File: src/rtl/disp_arbiter.sv
// Round-robin arbiter sharing the four-digit seven-segment display among four clients.
// Optional blank gap between owners is enabled with the macro DISP_ARB_BLANK_EN.
module disp_arbiter #(
    parameter int DWELL     = 50_000_000,
    parameter int BLANK_CYC = 2_500_000
) (
    input  logic        clk,
    input  logic        reset,
    input  logic [3:0]  req,
    input  logic [31:0] pat0,
    input  logic [31:0] pat1,
    input  logic [31:0] pat2,
    input  logic [31:0] pat3,
    output logic [3:0]  gnt,
    output logic [7:0]  in3,
    output logic [7:0]  in2,
    output logic [7:0]  in1,
    output logic [7:0]  in0,
    output logic        busy
);

    localparam int DW = $clog2(DWELL + 1);

    typedef enum logic [1:0] {
        S_IDLE  = 2'd0,
        S_OWN   = 2'd1
`ifdef DISP_ARB_BLANK_EN
        ,S_BLANK = 2'd2
`endif
    } state_t;

    state_t      r_state, w_state_next;
    logic [1:0]  r_owner, w_owner_next;
    logic [1:0]  r_ptr, w_ptr_next;
    logic [DW-1:0] r_dwell;
    logic [3:0]  r_gnt;
    logic [31:0] r_disp;
    logic        w_grant_new;

    logic [31:0] w_pat [4];
    logic [3:0]  w_others;
    logic [2:0]  w_pick_all;
    logic [2:0]  w_pick_oth;
    logic        w_dwell_done;

    assign w_pat[0] = pat0;
    assign w_pat[1] = pat1;
    assign w_pat[2] = pat2;
    assign w_pat[3] = pat3;

    // Requests from everyone but the current owner, used for handoff.
    generate
        for (genvar gi = 0; gi < 4; gi++) begin : g_others
            assign w_others[gi] = req[gi] & (r_owner != 2'(gi));
        end
    endgenerate

    // Returns {found, index} of the first set bit at or after start (mod 4).
    function automatic logic [2:0] rr_pick(input logic [3:0] mask, input logic [1:0] start);
        logic [1:0] idx;
        logic [2:0] res;
        res = 3'b000;
        for (int i = 3; i >= 0; i--) begin
            idx = start + 2'(i);
            if (mask[idx]) res = {1'b1, idx};
        end
        return res;
    endfunction

    assign w_pick_all = rr_pick(req, r_ptr);
    assign w_pick_oth = rr_pick(w_others, r_ptr);

    // The grant cycle itself counts as the first dwell cycle.
    assign w_dwell_done = (r_dwell >= DW'(DWELL - 1));

`ifdef DISP_ARB_BLANK_EN
    localparam int BW = $clog2(BLANK_CYC + 1);
    logic [BW-1:0] r_blank;
    logic          w_blank_done;
    assign w_blank_done = (r_blank >= BW'(BLANK_CYC - 1));
`else
    logic w_unused_blank;
    assign w_unused_blank = (BLANK_CYC > 0);
`endif

    always_comb begin
        w_state_next = r_state;
        w_owner_next = r_owner;
        w_ptr_next   = r_ptr;
        w_grant_new  = 1'b0;
        case (r_state)
            S_IDLE: begin
                if (w_pick_all[2]) begin
                    w_state_next = S_OWN;
                    w_owner_next = w_pick_all[1:0];
                    w_grant_new  = 1'b1;
                end
            end
            S_OWN: begin
                if ((!req[r_owner] || w_dwell_done) && w_pick_oth[2]) begin
`ifdef DISP_ARB_BLANK_EN
                    w_state_next = S_BLANK;
`else
                    w_owner_next = w_pick_oth[1:0];
                    w_grant_new  = 1'b1;
`endif
                end else if (!req[r_owner]) begin
                    w_state_next = S_IDLE;
                end
            end
`ifdef DISP_ARB_BLANK_EN
            S_BLANK: begin
                if (w_blank_done) begin
                    if (w_pick_all[2]) begin
                        w_state_next = S_OWN;
                        w_owner_next = w_pick_all[1:0];
                        w_grant_new  = 1'b1;
                    end else begin
                        w_state_next = S_IDLE;
                    end
                end
            end
`endif
            default: w_state_next = S_IDLE;
        endcase
        if (w_grant_new) w_ptr_next = w_owner_next + 2'd1;
    end

    always_ff @(posedge clk) begin
        if (reset) begin
            r_state <= S_IDLE;
            r_owner <= 2'd0;
            r_ptr   <= 2'd0;
            r_dwell <= '0;
            r_gnt   <= 4'b0000;
            r_disp  <= 32'hFFFF_FFFF;
        end else begin
            r_state <= w_state_next;
            r_owner <= w_owner_next;
            r_ptr   <= w_ptr_next;
            if (w_grant_new)
                r_dwell <= '0;
            else if (r_state == S_OWN && r_dwell != DW'(DWELL))
                r_dwell <= r_dwell + 1'b1;
            if (w_state_next == S_OWN) begin
                r_gnt  <= 4'b0001 << w_owner_next;
                r_disp <= w_pat[w_owner_next];
            end else begin
                r_gnt  <= 4'b0000;
                r_disp <= 32'hFFFF_FFFF;
            end
        end
    end

`ifdef DISP_ARB_BLANK_EN
    always_ff @(posedge clk) begin
        if (reset)
            r_blank <= '0;
        else if (r_state == S_BLANK)
            r_blank <= r_blank + 1'b1;
        else
            r_blank <= '0;
    end
`endif

    assign gnt  = r_gnt;
    assign busy = |r_gnt;
    assign in3  = r_disp[31:24];
    assign in2  = r_disp[23:16];
    assign in1  = r_disp[15:8];
    assign in0  = r_disp[7:0];

endmodule

File: config.mk
export PLATFORM = sky130hd
export DESIGN_NAME = disp_arbiter
export DESIGN_NICKNAME = d
export VERILOG_FILES = /design/src/rtl/disp_arbiter.sv
export SDC_FILE = /design/constraint.sdc
export NUM_CORES = 1
export LEC_CHECK = 0
export BUFFER_PORTS_ARGS = -buffer_cell sky130_fd_sc_hd__clkbuf_2
export CAP_MARGIN = 30
export CORE_MARGIN = 4
export CORE_UTILIZATION = 31
export CTS_BUF_LIST = sky130_fd_sc_hd__clkbuf_8
export DETAILED_ROUTE_END_ITERATION = 8
export GPL_ROUTABILITY_DRIVEN = 0
export PLACE_DENSITY = 0.65
export SLEW_MARGIN = 25
export SYNTH_ARGS = -nofsm -noshare
export SYNTH_HDL_FRONTEND = slang
export SYNTH_SLANG_ARGS = --single-unit
File: constraint.sdc
create_clock -name clk -period 4.6 [get_ports clk]
set_input_delay 0.46 -clock clk [delete_from_list [all_inputs] [get_ports clk]]
set_output_delay 0.46 -clock clk [all_outputs]
set_load 0.05 [all_outputs]
# Word-level counts from Yosys, hierarchy flattened
# Cells that the tools add are included.
dict set report classes {
  addsub 5
  order_cmp 7
  n_eq_ne 6
  shift 1
  muxes 39
  bitwise_logic 6
  reduce_logical 9
}
# cell count
set op_table {}
lappend op_table {{$bmux 32 s2} 1}
lappend op_table {{$mux 32} 2}
lappend op_table {{$add 26x1->26 const B} 1}
lappend op_table {{$ge 26x26->1 const B} 1}
lappend op_table {{$ne 26x26->1 const B} 1}
lappend op_table {{$mux 3} 8}
lappend op_table {{$bmux 1 s2} 9}
lappend op_table {{$lt 2x3->1 const B} 5}
lappend op_table {{$mux 1} 11}
lappend op_table {{$mux 2} 5}
lappend op_table {{$pmux 2 s2} 2}
lappend op_table {{$add 2x1->2 const B} 2}
lappend op_table {{$add 2x2->2 const B} 2}
lappend op_table {{$and 1x1->1} 4}
lappend op_table {{$eq 2x1->1 const B} 2}
lappend op_table {{$ne 2x2->1 const B} 2}
lappend op_table {{$reduce_or 2->1} 2}
lappend op_table {{$reduce_or 4->1} 1}
lappend op_table {{$shl 1x2->4 const A} 1}
lappend op_table {{$ge 3x3->1 const B} 1}
lappend op_table {{$not 2->3} 1}
lappend op_table {{$logic_and 1x1->1} 2}
lappend op_table {{$logic_not 2->1} 1}
lappend op_table {{$ne 2x1->1 const B} 1}
lappend op_table {{other kinds (5)} 5}
dict set report totals {
  register_bits 68
  output_inout_bits 37
  word_cells 79
}

# Logic depth before layout (Yosys ltp)
dict set report logic_depth {
  ltp_word 15
  ltp_mapped 10
  ltp_nobuf 9
}

# Worst setup path before layout
# Ideal clock, no wire load.
dict set report synth_timing {
  path_kind {reg2reg}
  start {reg r_dwell[0]}
  end {reg r_disp[17]}
  setup_ns 0.126
  t_arrival_ns 2.364
  t_required_ns 4.474
  path_slack_ns 2.110
  path_stages_with_launch 11
  n_path_buf 2
  path_cell_list {dfxtp_1 -> ha_1 -> and3_1 -> a2111oi_2 -> o41ai_2 -> o221a_4 -> o221ai_4 -> buf_6 -> buf_8 -> mux2i_1 -> a22oi_2}
}
dict set report synth_via {
  elab_chain_cells 9
}
# element line_no
set synth_lines {}
lappend synth_lines {{from (decl)} 35} ;# logic [DW-1:0] r_dwell;
lappend synth_lines {{from (signal assigned)} 144} ;# r_dwell <= r_dwell + 1'b1;
lappend synth_lines {{$ge 26x26->1 *} 74} ;# assign w_dwell_done = (r_dwell >= DW'(DWELL - 1));
lappend synth_lines {{$logic_or 1x1->1 *} 100} ;# if ((!req[r_owner] || w_dwell_done) && w_pick_oth[2]) begin
lappend synth_lines {{$logic_and 1x1->1 *} 100}
lappend synth_lines {{$mux 2} 100}
lappend synth_lines {{$pmux 2 s2} 91} ;# case (r_state)
lappend synth_lines {{$not 2->3 (not written as such)} 147} ;# r_disp <= w_pat[w_owner_next];
lappend synth_lines {{$bmux 32 s2} 147}
lappend synth_lines {{$mux 32 (not written as such) (2 in a row)} 147}
lappend synth_lines {{to (signal assigned)} 147}
lappend synth_lines {{to (decl)} 37} ;# logic [31:0] r_disp;
# Mark *: on every way between the ends. The rest lies on a longest branch, timed or not. The select of a mux whose other input is x is not followed.
# A chain may end at the register's enable or synchronous reset.

# Worst setup path in the final report
dict set report layout_timing {
  start {reg r_dwell[0]}
  end {reg r_disp[6]}
}
# The elaborated chain is that of the path after synthesis.

==> results.py <==
metrics = {
    "cells_and_area": {
        "multiInputGateArea_mm2": 0.00212,
        "nNetsFinal": 672,
        "layout.area.seq_mm2": 0.00136,
        "postLayoutCoreUtil_pct": 41.6,
        "area_delta_synth_final_pct": 31.3,
        "diodes": 0,
        "fillers": 1097,
        "drive_gt1_share_pct": 38.1,
    },
    "logic_synthesis": {
        "synth_seq_cells": 68,
        "synth_top_area_share_pct": 37.4,
        "synthAdderAreaFrac_pct": 0.688,
        "synthCells": 376,
        "synth_xor_xnor_area_share_pct": 6.02,
        "synth_ff_type": "dfxtp_1",
        "synth-seq-area-share_pct": 37.4,
        "netlist_area_mm2": 0.00364,
        "synth_top_cell_by_area": "dfxtp_1",
        "synth.avg_cell_area_um2": 9.67,
        "synthesis.nets": 512,
        "synth_warnings": 0,
        "synth_compound_area_share_pct": 17.2,
        "synthArstFlopShare_pct": 0,
        "synthSimpleGateAreaFrac_pct": 15.5,
        "synth.most_common_cell": "dfxtp_1",
        "synth_mux_area_share_pct": 18.5,
        "ys_types": 52,
        "ys_top_cells_by_count": "dfxtp_1 (68), mux2i_1 (65), nor2_1 (31), a22oi_1 (23)",
        "synthTopCellsByArea": "dfxtp_1 (37%), mux2i_1 (18%), a22oi_1 (4.7%), xor2_1 (4.1%), a22oi_2 (3.4%)",
        "synth_edf_count": 0,
        "synth_top_family_by_area": "multiplexers",
    },
    "routing": {
        "drc": 0,
        "totalWireLength_mm": 10.0,
        "dr.pass1.iters": 5,
        "drt_iter0_drc": 109,
        "wl_per_cell_um": 14.6,
        "detail-route-antenna-nets": 0,
        "vias": 3426,
        "via_per_inst": 5.01,
    },
    "setup_path": {
        "path_max_fanout": 38,
        "setup.worst_path.end": "r_disp[6]$_SDFF_PP1_",
        "critical_path_required_ps": 4790,
        "setup.worst_path.start_class": "flop",
        "endpoint_kind": "flop",
        "r2r-end": "r_disp[6]$_SDFF_PP1_",
        "r2r_start": "r_dwell[0]$_SDFFE_PP0P_",
        "path_class": "reg -> reg",
        "crit_arrival_ps": 3360,
        "reg2reg_depth": 9,
        "r2r_slack_ps": 1430,
        "cp-startpoint": "r_dwell[0]$_SDFFE_PP0P_",
    },
    "grt": {
        "grt_pass1_wl_mm": 15.8,
        "grt_antenna_before_repair": 0,
        "grt_max_degree": 39,
        "first_global_vias": 3454,
        "grt_overflow": 0,
        "groute.usage.overall_pct": 14.6,
    },
    "clock_network": {
        "cts-resized-gates": 0,
        "htree_num_levels": 3,
        "insertion_delay_ps": 350,
        "cts_tree": "done",
        "root_buffer": "clkbuf_8",
        "cts_buffers": 9,
        "clk_pin_slew_worst_paths_ps": 70,
        "cts.sinks": 68,
        "hold_buffers": 0,
        "cts_setup_buffers": 0,
        "cts_max_path_buffers": 2,
    },
    "floorplanning": {
        "die_x_um": 116,
        "die-area_mm2": 0.0135,
        "core_mm2": 0.0115,
        "die_h_um": 116,
        "ios": 171,
        "rows": 39,
        "start_util_pct": 31.7,
    },
    "timing": {
        "rsz0062_at_grt": "no",
        "hold_viol": 0,
        "setup_tns_ps": 0,
        "setup_violations": 0,
        "tightestPinTransition_ps": 930,
        "finalWorstSetupSlack_ps": 1430,
        "finalCritPeriodShare_pct": 69.0,
        "fmax_ghz": 0.315,
        "slew_headroom_pct": 37.9,
        "clock_skew_ps": 12.2,
        "hold-worst-slack_ps": 348,
        "fin_crit_ps": 3170,
        "drv_slew": 0,
    },
    "place": {
        "port_buffers": 170,
        "place_ws_ps": 1390,
        "hpwlAfterDp_mm": 7.90,
    },
    "power": {
        "post-layout-total-power_mw": 1.58,
        "p_per_area_mw_per_mm2": 332,
        "leakage_nw": 2.02,
        "vdd_drop_max_v": 0.000175,
    },
    "worst_hold_path": {
        "hp-class": "in -> reg",
    },
    "outcome": {
        "outcome": "finished, final reports clean",
    },
    "run": {
        "drv_cap": 0,
    },
}
worst max-delay path: stages (launching register included):
cell	delay [ps]
dfxtp_1	360
ha_1	240
and3_1	210
a2111oi_2	410
o41ai_2	150
o221a_4	300
o221ai_4	550
buf_12	340
mux2i_1	300
a22oi_1	120
worst min path at each step:
stage / startpoint / endpoint / cells after the start
after floorplan: r_dwell[15]$_SDFFE_PP0P_ / r_dwell[15]$_SDFFE_PP0P_ / 2
after global placement: r_dwell[15]$_SDFFE_PP0P_ / r_dwell[15]$_SDFFE_PP0P_ / 2
after detailed placement: r_dwell[15]$_SDFFE_PP0P_ / r_dwell[15]$_SDFFE_PP0P_ / 2
after CTS: reset / r_owner[1]$_SDFF_PP0_ / 2
after global routing: reset / r_owner[1]$_SDFF_PP0_ / 2
final: reset / r_owner[1]$_SDFF_PP0_ / 2
placed cells by master (no fill, tap or decap), types with 6 or more instances in the layout:
master	count
nand2_1	17
clkbuf_2	170
xnor2_1	8
o21ai_0	8
a21oi_1	9
mux2i_1	65
nand3_1	11
nor2b_1	8
xor2_1	17
and3_1	7
nor3_1	6
clkbuf_8	11
dfxtp_1	68
a22oi_1	23
inv_1	9
a22oi_2	10
nor2_1	31
metrics by stage:
step	cell area (um2)	cells
2_1_floorplan	3640	376
4_1_cts	4770	684
5_1_grt	4770	684
3_3_place_gp	4570	668
3_5_place_dp	4570	668
6_report	4770	684
power by group:
part / internal, mW / switching, mW / total (mW)
clock network: 0.276 / 0.233 / 0.509
logic: 0.168 / 0.265 / 0.433
registers: 0.621 / 0.0199 / 0.641
state kept, by name, summed over array words and instances (netlist names):
| register | count |
|---|---|
| gnt | 4 |
| r_disp | 32 |
| r_dwell | 26 |
| r_owner | 2 |
| r_ptr | 2 |
| r_state | 2 |
layer usage:
layer | part of all wire, % | vias to the layer above | GRT usage, %
met5 | 0 | - | 0
met4 | 3.0 | 0 | 7.35
met3 | 7.8 | 21 | 4.46
met2 | 49 | 130 | 24.1
met1 | 40 | 1583 | 17.2
li1 | - | 1692 | -
final cells by class:
cell class              count  area share [%]
repair buffers            173            18.6
inverters                   8           0.629
well taps                 143            3.75
flip-flops and latches     68            28.5
multi-input cells         276            44.3
clock inverters             5            1.07
clock buffers              11            3.17
kinds of logic after synthesis:
kind of cell / after synthesis
multiplexers: 66
adder cells (fa/ha/maj): 2
AND/OR/NAND/NOR: 108
buffers and inverters: 32
flip-flops: 68
AO/OA/AOI/OAI: 74
other: 1
XOR/XNOR: 25
Note: power is estimated with default switching activity, not from simulation.
